**src/rtl/ejector_fifo_pkg.sv**
```systemverilog
// ejector_fifo_pkg: shared defaults and helpers for the local ejection path.
// The one-hot/popcount check is also used by the port allocator.
package ejector_fifo_pkg;

    localparam int WIDTH_PORT_DEF  = 64;
    localparam int NUM_CHANNEL_DEF = 5;
    localparam int MAX_VEC_W       = 32;

    // Result of classifying a request vector.
    typedef struct packed {
        logic multi;   // two or more bits set
        logic one;     // exactly one bit set
    } onehot_t;

    // Ceiling log2, usable in constant expressions (log2_ceil(1) = 0).
    function automatic int unsigned log2_ceil(input int unsigned n);
        int unsigned r;
        r = 0;
        for (int i = 0; i < 32; i++) begin
            if ((32'd1 << i) < n) begin
                r = i + 1;
            end else begin
                r = r;
            end
        end
        return r;
    endfunction

    // Classify a (zero-extended) vector as empty, one-hot or multi-hot.
    // v & (v - 1) clears the lowest set bit; anything left means >= 2 bits.
    function automatic onehot_t onehot_check(input logic [MAX_VEC_W-1:0] vec);
        onehot_t res;
        res.multi = ((vec & (vec - 32'd1)) != 32'd0);
        res.one   = (vec != 32'd0) && !res.multi;
        return res;
    endfunction

endpackage

```
**src/rtl/ejector_fifo_onehot_mux.sv**
```systemverilog
// ejector_fifo_onehot_mux: combinational AND-OR select of one flit by a
// one-hot vector. The flit output is only meaningful when o_cand_valid is 1.
module ejector_fifo_onehot_mux
    import ejector_fifo_pkg::*;
#(
    parameter int WIDTH_PORT  = WIDTH_PORT_DEF,
    parameter int NUM_CHANNEL = NUM_CHANNEL_DEF
) (
    input  logic [NUM_CHANNEL*WIDTH_PORT-1:0] i_flit_in,
    input  logic [NUM_CHANNEL-1:0]            i_vector,
    output logic [WIDTH_PORT-1:0]             o_flit,
    output logic                              o_cand_valid,
    output logic                              o_multi_hot
);

    onehot_t w_class;

    // Classify the request vector.
    always_comb begin
        w_class      = onehot_check(MAX_VEC_W'(i_vector));
        o_cand_valid = w_class.one;
        o_multi_hot  = w_class.multi;
    end

    // AND-OR mux: each channel contributes only when its vector bit is set.
    always_comb begin
        o_flit = '0;
        for (int i = 0; i < NUM_CHANNEL; i++) begin
            o_flit = o_flit | (i_flit_in[i*WIDTH_PORT +: WIDTH_PORT] & {WIDTH_PORT{i_vector[i]}});
        end
    end

endmodule

```
**src/rtl/ejector_fifo.sv**
```systemverilog
// ejector_fifo: selects the ejecting flit from NUM_CHANNEL inputs and queues
// it in a DEPTH-entry first-word-fall-through buffer towards the local PE.
// Optional macro EJECT_BYPASS_EN: an empty buffer with local_ready high hands
// a valid candidate straight to local_flit in the same cycle.
module ejector_fifo
    import ejector_fifo_pkg::*;
#(
    parameter int WIDTH_PORT  = WIDTH_PORT_DEF,
    parameter int NUM_CHANNEL = NUM_CHANNEL_DEF,
    parameter int DEPTH       = 4
) (
    input  logic                              clk,
    input  logic                              reset,
    input  logic [NUM_CHANNEL*WIDTH_PORT-1:0] flit_in,
    input  logic [NUM_CHANNEL-1:0]            local_vector,
    output logic                              eject_ready,
    output logic [WIDTH_PORT-1:0]             local_flit,
    output logic                              local_valid,
    input  logic                              local_ready,
    output logic [$clog2(DEPTH+1)-1:0]        occupancy,
    output logic                              err_multi,
    output logic                              err_overflow
);

    localparam int PTR_W = log2_ceil(DEPTH);
    localparam int OCC_W = log2_ceil(DEPTH + 1);

    logic [WIDTH_PORT-1:0] r_mem [DEPTH];
    logic [PTR_W-1:0]      r_wr_ptr;
    logic [PTR_W-1:0]      r_rd_ptr;
    logic [OCC_W-1:0]      r_occ;
    logic                  r_err_multi;
    logic                  r_err_overflow;

    logic [WIDTH_PORT-1:0] w_cand_flit;
    logic                  w_cand_valid;
    logic                  w_multi_hot;
    logic                  w_buf_valid;
    logic                  w_ready;
    logic                  w_bypass;
    logic                  w_push;
    logic                  w_pop;
    logic                  w_overflow_hit;

    ejector_fifo_onehot_mux #(
        .WIDTH_PORT  (WIDTH_PORT),
        .NUM_CHANNEL (NUM_CHANNEL)
    ) u_mux (
        .i_flit_in    (flit_in),
        .i_vector     (local_vector),
        .o_flit       (w_cand_flit),
        .o_cand_valid (w_cand_valid),
        .o_multi_hot  (w_multi_hot)
    );

    // Handshake decode; readiness comes only from registered occupancy, so a
    // same-cycle pop never rescues a push into a full buffer.
    always_comb begin
        w_buf_valid = (r_occ != OCC_W'(0));
        w_ready     = (r_occ != OCC_W'(DEPTH));
`ifdef EJECT_BYPASS_EN
        w_bypass    = !w_buf_valid && w_cand_valid && local_ready;
`else
        w_bypass    = 1'b0;
`endif
        w_push         = w_cand_valid && w_ready && !w_bypass;
        w_pop          = w_buf_valid && local_ready;
        w_overflow_hit = w_cand_valid && !w_ready;
    end

    // Output drive: bypassed candidate, else head of queue, else zero.
    always_comb begin
        eject_ready  = w_ready;
        occupancy    = r_occ;
        err_multi    = r_err_multi;
        err_overflow = r_err_overflow;
        if (w_bypass) begin
            local_valid = 1'b1;
            local_flit  = w_cand_flit;
        end else if (w_buf_valid) begin
            local_valid = 1'b1;
            local_flit  = r_mem[r_rd_ptr];
        end else begin
            local_valid = 1'b0;
            local_flit  = '0;
        end
    end

    // Buffer storage write; contents are deliberately not reset.
    always_ff @(posedge clk) begin
        if (w_push && !reset) begin
            r_mem[r_wr_ptr] <= w_cand_flit;
        end
    end

    // Pointers, occupancy and sticky error flags.
    always_ff @(posedge clk) begin
        if (reset) begin
            r_wr_ptr       <= '0;
            r_rd_ptr       <= '0;
            r_occ          <= '0;
            r_err_multi    <= 1'b0;
            r_err_overflow <= 1'b0;
        end else begin
            if (w_push) begin
                r_wr_ptr <= r_wr_ptr + PTR_W'(1);
            end
            if (w_pop) begin
                r_rd_ptr <= r_rd_ptr + PTR_W'(1);
            end
            case ({w_push, w_pop})
                2'b10:   r_occ <= r_occ + OCC_W'(1);
                2'b01:   r_occ <= r_occ - OCC_W'(1);
                default: r_occ <= r_occ;
            endcase
            if (w_multi_hot) begin
                r_err_multi <= 1'b1;
            end
            if (w_overflow_hit) begin
                r_err_overflow <= 1'b1;
            end
        end
    end

endmodule

```
**config.mk**
```make
export PLATFORM = sky130hd
export DESIGN_NAME = ejector_fifo
export DESIGN_NICKNAME = d
export VERILOG_FILES = /design/src/rtl/ejector_fifo_pkg.sv /design/src/rtl/ejector_fifo_onehot_mux.sv /design/src/rtl/ejector_fifo.sv
export SDC_FILE = /design/constraint.sdc
export NUM_CORES = 1
export LEC_CHECK = 0
export ABC_AREA = 1
export CAP_MARGIN = 15
export CORE_MARGIN = 3
export CORE_UTILIZATION = 50
export CTS_CLUSTER_SIZE = 10
export DETAILED_ROUTE_END_ITERATION = 8
export PLACE_DENSITY = 0.95
export SLEW_MARGIN = 20
export SYNTH_ARGS = -nofsm -noshare
export SYNTH_HDL_FRONTEND = slang
export SYNTH_SLANG_ARGS = --single-unit
```
**constraint.sdc**
```tcl
create_clock -name clk -period 13.94 [get_ports clk]
set_input_delay 4.182 -clock clk [delete_from_list [all_inputs] [get_ports clk]]
set_output_delay 4.182 -clock clk [all_outputs]
set_load 0.03 [all_outputs]
```
==> metrics, run 1 <==
run status=finished, final reports clean; Detailed Route WL=37500 um; Clock Tree Buf Depth=3; number of buffers inserted by post-CTS setup repair=0; critical path, cell by cell=clkinv_2 > buf_4 > o21ai_0 > a21oi_1 > clkdlybuf4s50_1; Crit Path Class=flip-flop to output pin; clock root buffer master=sky130_fd_sc_hd__clkbuf_16; clk sinks=267; share of the clock period used by the worst path after layout=56.9%; final setup fails=0; Largest delay share family, worst path=buffers and inverters; buffer and inverter count on the worst path=3; Post-synth EDFFs=256; Reg area=7910 um^2; portion of total power attributed to sequential cells=39.1%; mean area per synthesized cell=9.92 um^2; number of rows created at floorplan=57; leakage power of the design=0.00625 uW; number of vias after detailed routing=11099; largest net degree at the start of global routing=83; endpoint of the worst hold path=err_overflow; pwr/cell area=137 nW/um^2; final global-route overflow total=0; Final Max Slew Viols=0; depth of the most critical reg-to-reg path=9; Routability Congestion=0.807; fraction of layout cells with a size suffix above 1=3.75%; setup slack on the worst flop-to-flop path=11.36 ns; share of flip-flops with an asynchronous set or reset after synthesis=0%; CTS Buf Count=30; area inside the core boundary=24400 um^2; hold path depth=2; Horiz. Die Dim=164 um; Sw Pwr=767 uW; ANT nets after route=0; final worst hold slack=0.465 ns; required time of the critical path=9.76 ns; final-layout fill cell count=1665; synthesis-stage register bit count=267; Pint=1610 uW; worst ir drop on vdd=0.0982 mV; Port Buffers=398; Cell variety after synth=23; top flip-flop cell by instance count after synthesis=sky130_fd_sc_hd__edfxtp_1; die height=164 um; number of diodes added for antenna fixing=0; area added between synthesis and finish=39.2%; clock skew=0.0209 ns; relative slew slack=34.0%; multi-input logic area=4030 um^2; Highest Clock Rate=126 MHz; peak per-stage delay on the critical path=0.77 ns; leading cell type by number of instances after synthesis=sky130_fd_sc_hd__nand2_1; critical path capture point type=output pin; Reg clk slew, reported paths=0.05 ns; Post-Syn Nets=1588; H-Tree Depth=1; synth cell count leaders=sky130_fd_sc_hd__nand2_1 (333), sky130_fd_sc_hd__nor2_1 (269), sky130_fd_sc_hd__edfxtp_1 (256); transition time of the tightest slew-check pin=0.990 ns; Design Area, Final=17300 um^2; first-pass iteration count of the detailed router=5; final hold violation count=0; TritonCTS clock tree=done; synthesized instance count=1254; post-route DRC violation count=0; unrepaired setup endpoints after global routing=no; largest fanout on the critical path=82; Skew-Pair Late Insertion Delay=0.53 ns; average routed wire per standard cell=19.2 um; DR iter-0 viols=891; netlist area before placement=12400 um^2; minimum clock period=7.94 ns; biggest area contributors in the synthesized netlist=sky130_fd_sc_hd__edfxtp_1 (62%), sky130_fd_sc_hd__nand2_1 (10%), sky130_fd_sc_hd__nor2_1 (8.1%); clock network power share=28.8%; Net Sw Frac=32.3%; Tot GR Track Use=26.8%; FF-to-FF End=occupancy[1]; Worst setup SP type=flip-flop; Yosys top cell area share=61.8%; area of the die=26800 um^2; share of synthesized area occupied by flip-flops and latches=63.6%; initial antenna violation count=1; Post-CTS Hold Fix Bufs=0; Detailed Place HPWL=23800 um; number of primary I/O pins=399; number of gates resized after cts=0; Starting Density=51.0%; Final Total Pwr=2370 uW; placed cell areas=16500 um^2; count of maximum capacitance violations=0; worst min-delay path category=flip-flop to flip-flop; crit path max-delay cell type=sky130_fd_sc_hd__dfxtp_4; worst flop-to-flop path startpoint=occupancy[2]; total negative slack=0 ns; final net count=1949; detailed-route vias per instance=5.69; Min-Delay Startpoint=err_overflow; number of global-route vias before repair=11429; combinational power share=32.1%; Yosys top cell by area=sky130_fd_sc_hd__edfxtp_1; first-pass GRT wire length=56400 um; Yosys Warn Count=0; arrival time of data at the critical path endpoint=3.76 ns
worst max path at each step:
stage | start | to | depth (start not counted) | slack (ns)
after floorplan | local_vector[0] | r_mem[0][0] | 7 | 6.00
after global placement | flip-flop | local_flit[0] | 5 | 6.78
after detailed placement | flip-flop | local_flit[39] | 5 | 6.61
after CTS | flip-flop | local_flit[44] | 5 | 5.98
after global routing | flip-flop | local_flit[44] | 5 | 5.75
final | flip-flop | local_flit[44] | 5 | 6.00
layout by cell type (no fill, tap or decap), types with 2 or more instances in the layout:
cell / count
sky130_fd_sc_hd__nand3_1: 2
sky130_fd_sc_hd__nor2_4: 4
sky130_fd_sc_hd__nand2_1: 333
sky130_fd_sc_hd__nor2_1: 265
sky130_fd_sc_hd__a221oi_1: 64
sky130_fd_sc_hd__o21ai_0: 125
sky130_fd_sc_hd__clkbuf_16: 31
sky130_fd_sc_hd__inv_1: 17
sky130_fd_sc_hd__clkdlybuf4s50_1: 393
sky130_fd_sc_hd__buf_4: 14
sky130_fd_sc_hd__ha_1: 5
sky130_fd_sc_hd__buf_2: 5
sky130_fd_sc_hd__clkbuf_1: 12
sky130_fd_sc_hd__edfxtp_1: 256
sky130_fd_sc_hd__dfxtp_1: 9
sky130_fd_sc_hd__a21oi_1: 72
sky130_fd_sc_hd__o21ai_1: 9
sequential cells by signal (all words and copies together), names as in the netlist, named ones only:
register and cells:
r_wr_ptr 2, err_multi 1, r_rd_ptr 2, err_overflow 1, occupancy 3, r_mem 256
area by class of cell:
cell class              count  area share (%)
repair buffers            412            23.5
clock buffers              44            4.82
inverters                  19           0.419
well taps                 324            2.34
multi-input cells         885            23.2
flip-flops and latches    267            45.7
metal layers:
layer	part of all wire [%]	track usage, %	vias to the layer above
met5	0.035	0	-
met4	4.3	13.8	2
met3	8.7	5.55	115
met2	52	48.2	658
met1	35	29.9	5248
li1	-	-	5076
worst reg2reg max path, stage by stage, from the launching register on:
cell,delay [ns]
sky130_fd_sc_hd__dfxtp_1,0.35
sky130_fd_sc_hd__nor3_4,0.18
sky130_fd_sc_hd__buf_4,0.70
sky130_fd_sc_hd__nor2_1,0.26
sky130_fd_sc_hd__ha_1,0.26
sky130_fd_sc_hd__inv_1,0.10
sky130_fd_sc_hd__fa_1,0.42
sky130_fd_sc_hd__nor2_1,0.10
sky130_fd_sc_hd__a21oi_1,0.05
sky130_fd_sc_hd__nor2_1,0.09
logic make-up (layout without fill, tap and decap cells):
family / after synthesis / count (layout) / share of synthesized area [%]
compound gates: 270 / 270 / 12.8
xor+xnor: 1 / 1 / 0.0704
simple gates: 608 / 608 / 18.5
flops: 267 / 267 / 63.6
buf+inv: 102 / 475 / 4.33
fa+ha+maj: 6 / 6 / 0.664
metrics by stage:
step	std cells	worst slack (ns)	utilization, %
2_1_floorplan	1254	6.00	-
3_3_place_gp	1907	6.78	67.6
3_5_place_dp	1907	6.61	67.6
4_1_cts	1951	5.98	71.0
5_1_grt	1951	5.75	71.0
6_report	1951	6.00	71.0
power by group through the flow:
| stage | registers, uW | logic [uW] | clock network (uW) |
|---|---|---|---|
| after floorplan | 931 | 443 | 0 |
| after global placement | 941 | 734 | 0 |
| after detailed placement | 943 | 754 | 0 |
| after CTS | 927 | 759 | 694 |
| after global routing | 929 | 811 | 725 |
| final | 927 | 762 | 684 |
No activity file was read; power rests on OpenSTA's default activity.
==> run 2, diff against run 1 <==
--- a/config.mk
+++ b/config.mk
@@ -8,10 +8,10 @@
 export ABC_AREA = 1
 export CAP_MARGIN = 15
 export CORE_MARGIN = 3
-export CORE_UTILIZATION = 50
+export CORE_UTILIZATION = 47
 export CTS_CLUSTER_SIZE = 10
 export DETAILED_ROUTE_END_ITERATION = 8
-export PLACE_DENSITY = 0.95
+export PLACE_DENSITY = 0.91
 export SLEW_MARGIN = 20
 export SYNTH_ARGS = -nofsm -noshare
 export SYNTH_HDL_FRONTEND = slang
==> constraint.sdc (replaced) <==
create_clock -name clk -period 8.3 [get_ports clk]
set_input_delay 2.49 -clock clk [delete_from_list [all_inputs] [get_ports clk]]
set_output_delay 2.49 -clock clk [all_outputs]
set_load 0.03 [all_outputs]
==> metrics, run 2 (synthesized netlist as in run 1, its figures left out) <==
run status=finished, final reports clean; clk sinks=267; number of buffers inserted by post-CTS setup repair=0; global routing usage on met3=4.51%; number of rows created at floorplan=58; TritonCTS clock tree=done; hold path depth=2; worst-case setup slack after placement=2.41 ns; Detailed Place HPWL=23700 um; area of the die=28400 um^2; clock skew=0.0200 ns; Port Buffers=398; ANT nets after route=0; Worst setup SP type=flip-flop; leakage power of the design=0.00625 uW; Tot GR Track Use=23.9%; final global-route overflow total=0; Min-Delay Startpoint=err_overflow; most frequent standard cell in the layout excluding fill and tap cells=sky130_fd_sc_hd__clkdlybuf4s50_1; number of gates resized after cts=0; Starting Density=48.5%; Highest Clock Rate=173 MHz; Final Max Slew Viols=0; die height=169 um; number of vias after detailed routing=10648; Final Total Pwr=3960 uW; number of primary I/O pins=399; worst min-delay path category=flip-flop to flip-flop; area added between synthesis and finish=39.3%; Routability Congestion=0.840; first-pass iteration count of the detailed router=5; fraction of layout cells with a size suffix above 1=3.68%; number of global-route vias before repair=10951; final hold violation count=0; most frequent cells in the layout=sky130_fd_sc_hd__clkdlybuf4s50_1 (393), sky130_fd_sc_hd__nand2_1 (333), sky130_fd_sc_hd__nor2_1 (265); Post-CTS Hold Fix Bufs=0; count of maximum capacitance violations=0; endpoint of the worst hold path=err_overflow; pwr/cell area=229 nW/um^2; worst flop-to-flop path startpoint=occupancy[1]; detailed-route vias per instance=5.43; final setup fails=0; setup slack on the worst flop-to-flop path=5.30 ns; minimum clock period=5.79 ns; Top reg by flops=r_mem; post-route DRC violation count=0; met1 Use GR=26.7%; unrepaired setup endpoints after global routing=no; average routed wire per standard cell=18.3 um; Detailed Route WL=35800 um; transition time of the tightest slew-check pin=0.990 ns; Skew-Pair Late Insertion Delay=0.53 ns; DR iter-0 viols=788; FF-to-FF End=r_mem[1][36]; initial antenna violation count=1; total negative slack=0 ns; Crit Path Class=flip-flop to output pin; depth of the most critical reg-to-reg path=5; CTS Buf Count=30; Largest register FFs=256; worst ir drop on vdd=0.164 mV; global route hottest layer=met2; global routing usage on met2=45.2%; arrival time of data at the critical path endpoint=3.30 ns; largest fanout on the critical path=82; largest net degree at the start of global routing=129; H-Tree Depth=1; critical path capture point type=output pin; Reg clk slew, reported paths=0.05 ns; first-pass GRT wire length=54400 um; area inside the core boundary=25600 um^2; Worst Setup Slack, final=2.51 ns; relative slew slack=33.9%; Horiz. Die Dim=169 um; share of the clock period used by the worst path after layout=69.7%; clock root buffer master=sky130_fd_sc_hd__clkbuf_16; final net count=1949; required time of the critical path=5.81 ns; Clock Tree Buf Depth=3
## run 2: worst max path at each step
| stage | end | startpoint | cells after the start | slack [ns] |
|---|---|---|---|---|
| 4_1_cts | local_flit[41] | flip-flop | 6 | 2.47 |
| 5_1_grt | local_flit[51] | flip-flop | 6 | 2.24 |
| 3_3_place_gp | r_mem[1][42] | local_vector[2] | 7 | 2.55 |
| 6_report | local_flit[41] | flip-flop | 6 | 2.51 |
| 3_5_place_dp | r_mem[1][37] | local_vector[0] | 7 | 2.41 |
| 2_1_floorplan | r_mem[0][0] | local_vector[0] | 7 | 2.05 |
## run 2: power by group
part	internal, uW	switching, uW
sequential	1520	30.0
combinational	499	783
clock	675	455
total	2690	1270
## run 2: layer usage
layer  up-vias  part of all wire [%]
met5         -                     0
met4         0                   3.0
met3        72                   7.1
met2       484                    53
met1      5009                    37
li1       5083                     -
## run 2: worst max-delay path, stage by stage (launching register included)
cell                              delay (ns)
sky130_fd_sc_hd__dfxtp_4                0.64
sky130_fd_sc_hd__buf_4                  0.74
sky130_fd_sc_hd__nor2_1                 0.11
sky130_fd_sc_hd__nor2_1                 0.15
sky130_fd_sc_hd__o21ai_0                0.11
sky130_fd_sc_hd__a21oi_1                0.26
sky130_fd_sc_hd__clkdlybuf4s50_1        0.72
## run 2: area by class of cell
| class | count | area [um^2] |
|---|---|---|
| diodes | 1 | 2.50 |
| repair buffers | 412 | 4070 |
| fillers | 1859 | 8290 |
| multi-input cells | 885 | 4030 |
| flip-flops and latches | 267 | 7910 |
| well taps | 330 | 413 |
| clock buffers | 46 | 832 |
| inverters | 19 | 72.6 |
## run 2: through the flow
stage	hold WS, ns	util, %	instance area [um^2]	std cells
3_3_place_gp	0.445	64.4	16500	1913
3_5_place_dp	0.469	64.4	16500	1913
5_1_grt	0.481	67.6	17300	1960
4_1_cts	0.477	67.6	17300	1959
6_report	0.476	67.6	17300	1960
2_1_floorplan	0.454	-	12400	1254
==> run 3, diff against run 2 <==
--- a/config.mk
+++ b/config.mk
@@ -8,10 +8,10 @@
 export ABC_AREA = 1
 export CAP_MARGIN = 15
 export CORE_MARGIN = 3
-export CORE_UTILIZATION = 47
+export CORE_UTILIZATION = 42
 export CTS_CLUSTER_SIZE = 10
 export DETAILED_ROUTE_END_ITERATION = 8
-export PLACE_DENSITY = 0.91
+export PLACE_DENSITY = 0.87
 export SLEW_MARGIN = 20
 export SYNTH_ARGS = -nofsm -noshare
 export SYNTH_HDL_FRONTEND = slang
==> constraint.sdc (replaced) <==
create_clock -name clk -period 4.71 [get_ports clk]
set_input_delay 1.413 -clock clk [delete_from_list [all_inputs] [get_ports clk]]
set_output_delay 1.413 -clock clk [all_outputs]
set_load 0.03 [all_outputs]
==> metrics, run 3 (synthesized netlist as in run 1, its figures left out) <==
Design Area, Final=17500 um^2; Tot GR Track Use=21.5%; final global-route overflow total=0; die height=178 um; relative slew slack=42.9%; setup slack on the worst flop-to-flop path=2.50 ns; final-layout fill cell count=2275; leakage power of the design=0.00630 uW; non-filler cells, final=2016; number of buffers inserted by post-CTS setup repair=0; Reg clk slew, reported paths=0.05 ns; fraction of the core area covered by cells at the end of the flow=60.5%; Final Max Slew Viols=0; transition time of the tightest slew-check pin=0.857 ns; Worst setup SP type=flip-flop; Final Total Pwr=7050 uW; Horiz. Die Dim=178 um; count of maximum capacitance violations=0; Skew-Pair Late Insertion Delay=0.54 ns; critical path, cell by cell=inv_2 > buf_4 > nor2_1 > o21ai_0 > a21oi_1 > clkdlybuf4s50_1; arrival time of data at the critical path endpoint=2.90 ns; H-Tree Depth=1; DR iter-0 viols=643; final worst hold slack=0.450 ns; Detailed Route WL=35800 um; most frequent cells in the layout=sky130_fd_sc_hd__clkdlybuf4s50_1 (393), sky130_fd_sc_hd__nand2_1 (333), sky130_fd_sc_hd__nor2_1 (265); Top reg by flops=r_mem; number of global-route vias before repair=10897; Largest register FFs=256; first-pass iteration count of the detailed router=5; post-route DRC violation count=0; number of rows created at floorplan=62; final setup fails=0; Crit Path Class=flip-flop to output pin; most frequent standard cell in the layout excluding fill and tap cells=sky130_fd_sc_hd__clkdlybuf4s50_1; area inside the core boundary=28900 um^2; largest fanout on the critical path=33; pwr/cell area=403 nW/um^2; Starting Density=43.0%; Highest Clock Rate=232 MHz; number of gates resized after cts=0; Post-CTS Hold Fix Bufs=0; crit path max-delay cell type=sky130_fd_sc_hd__clkdlybuf4s50_1; area added between synthesis and finish=40.7%; TritonCTS clock tree=done; share of the clock period used by the worst path after layout=91.7%; first-pass GRT wire length=53700 um; final net count=1954; Detailed Place HPWL=23900 um; number of primary I/O pins=399; Routability Congestion=0.844; unrepaired setup endpoints after global routing=no; CTS Buf Count=31; peak per-stage delay on the critical path=0.62 ns; area of the die=31700 um^2; worst ir drop on vdd=0.263 mV; number of diodes added for antenna fixing=0; placed cell areas=16600 um^2; Port Buffers=398; required time of the critical path=3.30 ns; buffer and inverter count on the worst path=3; run status=finished, final reports clean; placed instance count=1971; ANT nets after route=0; fraction of layout cells with a size suffix above 1=4.17%; final hold violation count=0; number of vias after detailed routing=10643; worst min-delay path category=flip-flop to flip-flop; clock root buffer master=sky130_fd_sc_hd__clkbuf_16; clock skew=0.0181 ns; average routed wire per standard cell=17.8 um; detailed-route vias per instance=5.28; clk sinks=267; Clock Tree Buf Depth=3; minimum clock period=4.32 ns; initial antenna violation count=0; largest net degree at the start of global routing=129; Largest delay share family, worst path=buffers and inverters; critical path capture point type=output pin
## run 3: cell count changes in the layout (fill, tap and decap cells not counted)
cell | previous run | this run
sky130_fd_sc_hd__buf_12 | 0 | 5
sky130_fd_sc_hd__clkbuf_1 | 15 | 10
sky130_fd_sc_hd__buf_6 | 1 | 0
sky130_fd_sc_hd__clkbuf_8 | 0 | 1
sky130_fd_sc_hd__clkinv_2 | 1 | 2
sky130_fd_sc_hd__clkinv_4 | 0 | 1
sky130_fd_sc_hd__diode_2 | 1 | 0
sky130_fd_sc_hd__inv_6 | 0 | 1
## run 3: power by group
group	total [uW]	switching, uW	internal [uW]
Combinational	2290	1390	899
Sequential	2730	55.2	2680
Clock	2020	825	1200
## run 3: path summary, 6_finish.rpt
| kind | cells after the start | to | from |
|---|---|---|---|
| max | 6 | local_flit[12] | flip-flop |
| min | 2 | err_overflow | err_overflow |
| max reg2reg | 5 | r_mem[0][18] | occupancy[1] |
| min reg2reg | 2 | err_overflow | err_overflow |
## run 3: through the flow
step                setup TNS [ns]  setup slack [ns]
floorplan                  -117.72            -0.460
global placement                 0             0.930
detailed placement               0             0.842
CTS                              0             0.340
global route                     0             0.287
finish                           0             0.393
## run 3: layout make-up
cell class | count | area (um^2) | area share [%]
well taps | 384 | 480 | 2.75
clock buffers | 42 | 827 | 4.73
multi-input cells | 885 | 4030 | 23.0
clock inverters | 3 | 22.5 | 0.129
flip-flops and latches | 267 | 7910 | 45.2
repair buffers | 416 | 4160 | 23.8
inverters | 19 | 72.6 | 0.415
## run 3: worst min-delay path: stages (launching register included)
cell,delay [ns]
sky130_fd_sc_hd__dfxtp_1,0.30
sky130_fd_sc_hd__inv_1,0.04
sky130_fd_sc_hd__a21oi_1,0.05
## run 3: routing by layer
layer,vias to the layer above,part of all wire (%),GRT usage (%),wire length [um]
met3,80,8.4,4.24,3020
met1,5033,37,24.1,13200
met2,451,51,39.0,18400
li1,5079,-,-,-
met5,-,0,0,0
met4,0,3.5,10.0,1250
